==> config.mk <==
export PLATFORM = sky130hd
export DESIGN_NAME = div_unit
export DESIGN_NICKNAME = d
export VERILOG_FILES = /design/src/rtl/div_unit.sv
export SDC_FILE = /design/constraint.sdc
export NUM_CORES = 1
export LEC_CHECK = 0
export CAP_MARGIN = 20
export CORE_MARGIN = 2
export CORE_UTILIZATION = 35
export CTS_CLUSTER_DIAMETER = 100
export DETAILED_ROUTE_END_ITERATION = 7
export PLACE_DENSITY_LB_ADDON = 0.12
export SLEW_MARGIN = 10
export SYNTH_ARGS = -nofsm -noshare
export SYNTH_HDL_FRONTEND = slang
export SYNTH_SLANG_ARGS = --single-unit
==> constraint.sdc <==
create_clock -name clk -period 11.5 [get_ports clk]
set_clock_uncertainty 0.1 [all_clocks]
set_input_delay 3.45 -clock clk [delete_from_list [all_inputs] [get_ports clk]]
set_output_delay 3.45 -clock clk [all_outputs]
set_load 0.02 [all_outputs]
==> src/rtl/div_unit.sv <==
// RV32M divide/remainder unit: radix-2 restoring divider, one quotient bit per cycle.
// It stalls the front of the pipeline while busy and short-circuits divide-by-zero and signed overflow.
module div_unit (
  input  logic        clk,
  input  logic        rst_n,
  input  logic        start,
  input  logic [2:0]  funct3,
  input  logic [31:0] rs1_data,
  input  logic [31:0] rs2_data,
  input  logic        flush,
  output logic        stall,
  output logic        result_valid,
  output logic [31:0] result
);

  typedef enum logic [1:0] {IDLE = 2'd0, BUSY = 2'd1, DONE = 2'd2} state_t;

  state_t      state_r, state_s;
  logic [4:0]  count_r;
  logic        is_rem_r, q_neg_r, r_neg_r;
  logic [31:0] divisor_r, quot_r, result_r;
  logic [32:0] rem_r;

  logic        accept_s, is_signed_s, special_s;
  logic [31:0] a_abs_s, b_abs_s, special_res_s, quot_nx_s, final_s;
  logic [32:0] rem_shift_s, rem_nx_s;

  function automatic logic [31:0] neg32(input logic [31:0] v);
    return (~v) + 32'd1;
  endfunction

  // Acceptance decode, operand conditioning and the special-case results
  always_comb begin
    accept_s      = (state_r == IDLE) && start && funct3[2] && !flush;
    is_signed_s   = ~funct3[0];
    a_abs_s       = rs1_data;
    b_abs_s       = rs2_data;
    special_s     = 1'b0;
    special_res_s = 32'd0;
    if (is_signed_s && rs1_data[31]) a_abs_s = neg32(rs1_data);
    else                             a_abs_s = rs1_data;
    if (is_signed_s && rs2_data[31]) b_abs_s = neg32(rs2_data);
    else                             b_abs_s = rs2_data;
    if (rs2_data == 32'd0) begin
      special_s     = 1'b1;
      special_res_s = funct3[1] ? rs1_data : 32'hFFFF_FFFF;
    end else if (is_signed_s && (rs1_data == 32'h8000_0000) && (rs2_data == 32'hFFFF_FFFF)) begin
      special_s     = 1'b1;
      special_res_s = funct3[1] ? 32'd0 : 32'h8000_0000;
    end else begin
      special_s     = 1'b0;
      special_res_s = 32'd0;
    end
  end

  // One restoring step, plus sign correction of the final quotient/remainder
  always_comb begin
    rem_shift_s = {rem_r[31:0], quot_r[31]};
    if (rem_shift_s >= {1'b0, divisor_r}) begin
      rem_nx_s  = rem_shift_s - {1'b0, divisor_r};
      quot_nx_s = {quot_r[30:0], 1'b1};
    end else begin
      rem_nx_s  = rem_shift_s;
      quot_nx_s = {quot_r[30:0], 1'b0};
    end
    if (is_rem_r) final_s = r_neg_r ? neg32(rem_nx_s[31:0]) : rem_nx_s[31:0];
    else          final_s = q_neg_r ? neg32(quot_nx_s) : quot_nx_s;
  end

  // State register
  always_ff @(posedge clk or negedge rst_n) begin
    if (!rst_n) state_r <= IDLE;
    else        state_r <= state_s;
  end

  // Next-state logic; flush overrides every transition
  always_comb begin
    state_s = state_r;
    case (state_r)
      IDLE:    state_s = accept_s ? (special_s ? DONE : BUSY) : IDLE;
      BUSY:    state_s = (count_r == 5'd31) ? DONE : BUSY;
      DONE:    state_s = IDLE;
      default: state_s = IDLE;
    endcase
    if (flush) state_s = IDLE;
    else       state_s = state_s;
  end

  // Outputs decoded from state; stall is suppressed by flush and by reset
  always_comb begin
    result_valid = (state_r == DONE);
    stall        = rst_n && !flush && (accept_s || (state_r == BUSY));
    result       = result_r;
  end

  // Datapath registers: operand latch on acceptance, iterate in BUSY
  always_ff @(posedge clk or negedge rst_n) begin
    if (!rst_n) begin
      count_r   <= 5'd0;
      is_rem_r  <= 1'b0;
      q_neg_r   <= 1'b0;
      r_neg_r   <= 1'b0;
      divisor_r <= 32'd0;
      quot_r    <= 32'd0;
      rem_r     <= 33'd0;
      result_r  <= 32'd0;
    end else if (accept_s) begin
      count_r   <= 5'd0;
      is_rem_r  <= funct3[1];
      q_neg_r   <= is_signed_s && (rs1_data[31] ^ rs2_data[31]);
      r_neg_r   <= is_signed_s && rs1_data[31];
      divisor_r <= b_abs_s;
      quot_r    <= a_abs_s;
      rem_r     <= 33'd0;
      if (special_s) result_r <= special_res_s;
    end else if ((state_r == BUSY) && !flush) begin
      count_r <= count_r + 5'd1;
      quot_r  <= quot_nx_s;
      rem_r   <= rem_nx_s;
      if (count_r == 5'd31) result_r <= final_s;
    end
  end

endmodule

==> impl_metrics.tcl <==
set metrics [dict create \
    outcome "complete, no violations" \
    die-area_sq_um 34890 \
    dp.cells 1949 \
    drc 0 \
    critical-path-max-stage-delay_ns 0.91 \
    synth-edff-count 0 \
    cts_sinks 138 \
    die_y_um 186.8 \
    syn-cell-area_sq_um 11690 \
    fmax_mhz 107.8 \
    clock_tree.buffer_depth 2 \
    io_pins 105 \
    root_buffer "clkbuf_16" \
    crit_path_start_kind "primary input" \
    drt-total-wl_um 41190 \
    firstDrtPassIters 5 \
    crit_slowest_cell "or4_4" \
    dp_hpwl_um 30920 \
    antenna_found_initial 0 \
    num_vias 11485 \
    grt_usage_pct 23.61 \
    synthesis.instances 1472 \
    clk-insertion-delay-late_ns 0.44 \
    crit_fanout 65 \
    synth_cell_types 89 \
    die_w_um 186.8 \
    cp-end-kind "output pin" \
    cts_resized 0 \
    worst_pin_slew_ns 1.032 \
    area_delta_synth_final_pct 17.13 \
    ant_nets 0 \
    hold_viol_final 0 \
    synthArstFlopShare_pct 100.0 \
    finalWorstPathRequiredPeriod_ns 9.281 \
    setup_violations 0 \
    cap_violations 0 \
    grt_pass1_wl_um 64680 \
    fin_crit_sh_pct 80.70 \
    grt_overflow 0 \
    cp_common_cell "clkdlybuf4s50_1" \
    placed_cell_area_sq_um 13090 \
    rsz0062_at_grt "no" \
    numCtsBuffers 17 \
    syn_avg_cell_area_sq_um 7.944 \
    drtIter0Drc 1022 \
    stdcell_count 1980 \
    wl_per_cell_um 20.80 \
    hold_buffers 0 \
    design_area_sq_um 13700 \
    path_cells "clkdlybuf4s50_1 > or4_4 > a21oi_1 > clkdlybuf4s50_1" \
    ir_drop_uv 148.0 \
    via_per_inst 5.801 \
    nets 1637 \
    seq_area_sq_um 3453 \
    start_util_pct 35.76 \
    grt_pass1_vias 10861 \
    synth_warnings 0 \
    multi_input_area_sq_um 7701 \
    p_total_mw 4.000 \
    num-fill-cells 3421 \
    p_leak_nw 5.489 \
    fin_tns_setup_ns 0 \
    cts_setup_buffers 0 \
    port_buffers 104 \
    cp_data_arrival_time_ns 5.73 \
    antenna_cells 0 \
    coreArea_sq_um 32700 \
    ys_seq_area_share_pct 29.53 \
    grt_max_degree 75 \
    synth_flop_cell "dfrtp_1" \
    finish.utilization_pct 41.88 \
    cts_tree "built" \
    slew_headroom_pct 31.22 \
    drive_above_1_share_pct 6.307 \
    clk_pin_slew_worst_paths_ns 0.06 \
    whs_ns 0.3816 \
    min_path_type "reg2reg" \
    required_ns 7.95 \
    syn_nets 1583 \
    place.gp.congestion 0.8571 \
    powerDensity_nw_per_um2 292.1 \
    setup_ws_ns 2.219 \
    pre_cts_ws_ns 2.232 \
    final_max_slew_viol_count 0 \
    htree_levels 4 \
    ys_ff_latch 138 \
    num_rows 66 \
    setup.worst_path.class "in2out" \
]
final cells by class:
cell class / count / share of cell area, %
well taps: 442 / 4.038
clock buffers: 18 / 3.206
inverters: 58 / 1.608
flip-flops and latches: 138 / 25.21
repair buffers: 120 / 8.486
clock inverters: 13 / 1.224
multi-input cells: 1191 / 56.23
cells in the final DEF (no fill, tap or decap), types with 8 or more instances in the layout:
cell type,instances
nor2_1,95
ha_1,39
clkdlybuf4s50_1,103
and3_1,9
a21oi_1,93
a21o_1,12
nor3_1,35
nand2b_1,20
a22oi_1,34
buf_4,16
nand3_1,60
clkbuf_16,17
a31oi_1,18
or4_1,17
inv_1,57
or3_1,18
o21ai_0,193
nand4_1,20
or2_2,9
a211oi_1,10
xor2_1,57
nor4_1,18
xnor2_1,73
mux2i_1,20
nand2_1,130
o21a_1,8
o31ai_1,30
nor2b_1,10
dfrtp_1,138
o41ai_1,14
o211ai_1,22
cell usage after synthesis, types with 8 or more instances:
| master | number | area [sq um] |
|---|---|---|
| a211oi_1 | 10 | 75.07 |
| a21o_1 | 12 | 90.09 |
| a21oi_1 | 93 | 465.5 |
| a22oi_1 | 34 | 255.2 |
| a31oi_1 | 18 | 112.6 |
| and3_1 | 9 | 56.30 |
| buf_2 | 10 | 50.05 |
| clkbuf_1 | 70 | 262.8 |
| dfrtp_1 | 138 | 3453 |
| ha_1 | 39 | 488.0 |
| inv_1 | 57 | 214.0 |
| mux2i_1 | 20 | 200.2 |
| nand2_1 | 131 | 491.7 |
| nand2b_1 | 20 | 125.1 |
| nand3_1 | 60 | 300.3 |
| nand4_1 | 20 | 125.1 |
| nor2_1 | 97 | 364.1 |
| nor2b_1 | 10 | 62.56 |
| nor3_1 | 35 | 175.2 |
| nor4_1 | 20 | 125.1 |
| o211ai_1 | 22 | 165.2 |
| o21a_1 | 8 | 60.06 |
| o21ai_0 | 193 | 965.9 |
| o31ai_1 | 30 | 225.2 |
| o41ai_1 | 14 | 122.6 |
| or2_2 | 9 | 56.30 |
| or3_1 | 18 | 112.6 |
| or4_1 | 18 | 135.1 |
| xnor2_1 | 73 | 639.4 |
| xor2_1 | 57 | 499.2 |
final timing paths:
| kind | from | endpoint | slack, ns | depth (start not counted) |
|---|---|---|---|---|
| worst max-delay path | flush | stall | 2.22 | 4 |
| worst min-delay path | divisor_r[10] | divisor_r[10] | 0.38 | 2 |
| worst max register to register | rem_r[2] | result[28] | 5.81 | 19 |
| worst min register to register | divisor_r[10] | divisor_r[10] | 0.38 | 2 |
| max in group asynchronous | rst_n | divisor_r[12] | 6.68 | 3 |
| min in group asynchronous | rst_n | quot_r[29] | 2.88 | 1 |
routing by layer:
layer  vias to the layer above  track usage [%]  share of wire [%]
li1                       5544                -                  -
met1                      5513            35.22                 49
met2                       396            35.90                 44
met3                        32            3.254                5.6
met4                         0            5.495                1.5
met5                         -                0                  0
logic make-up (layout without fill, tap and decap cells):
kind of cell    after synthesis  after routing  share of synthesized area (%)
compound gates              509            509                          27.98
xor+xnor                    130            130                          9.737
fa+ha+maj                    40             40                          4.344
buf+inv                     143            209                          4.815
flops                       138            138                          29.53
mux                          27             27                          2.386
simple gates                485            485                          21.21
flip-flops by register name, summed over array words and instances (netlist names):
register / cells
result: 32
divisor_r: 32
quot_r: 32
q_neg_r: 1
r_neg_r: 1
rem_r: 32
state_r: 2
is_rem_r: 1
count_r: 5
where the power goes:
part	leakage, nW	switching [mW]	internal, mW	total [mW]
logic	3.38	1.71	0.951	2.66
registers	1.82	0.160	0.595	0.754
clock network	0.281	0.238	0.347	0.585
critical path, delay by kind of cell:
kind	cells	cell delay (ns)
buf+inv	2	1.13
simple gates	1	0.91
compound gates	1	0.24
Power figures use the tool's default switching activity.
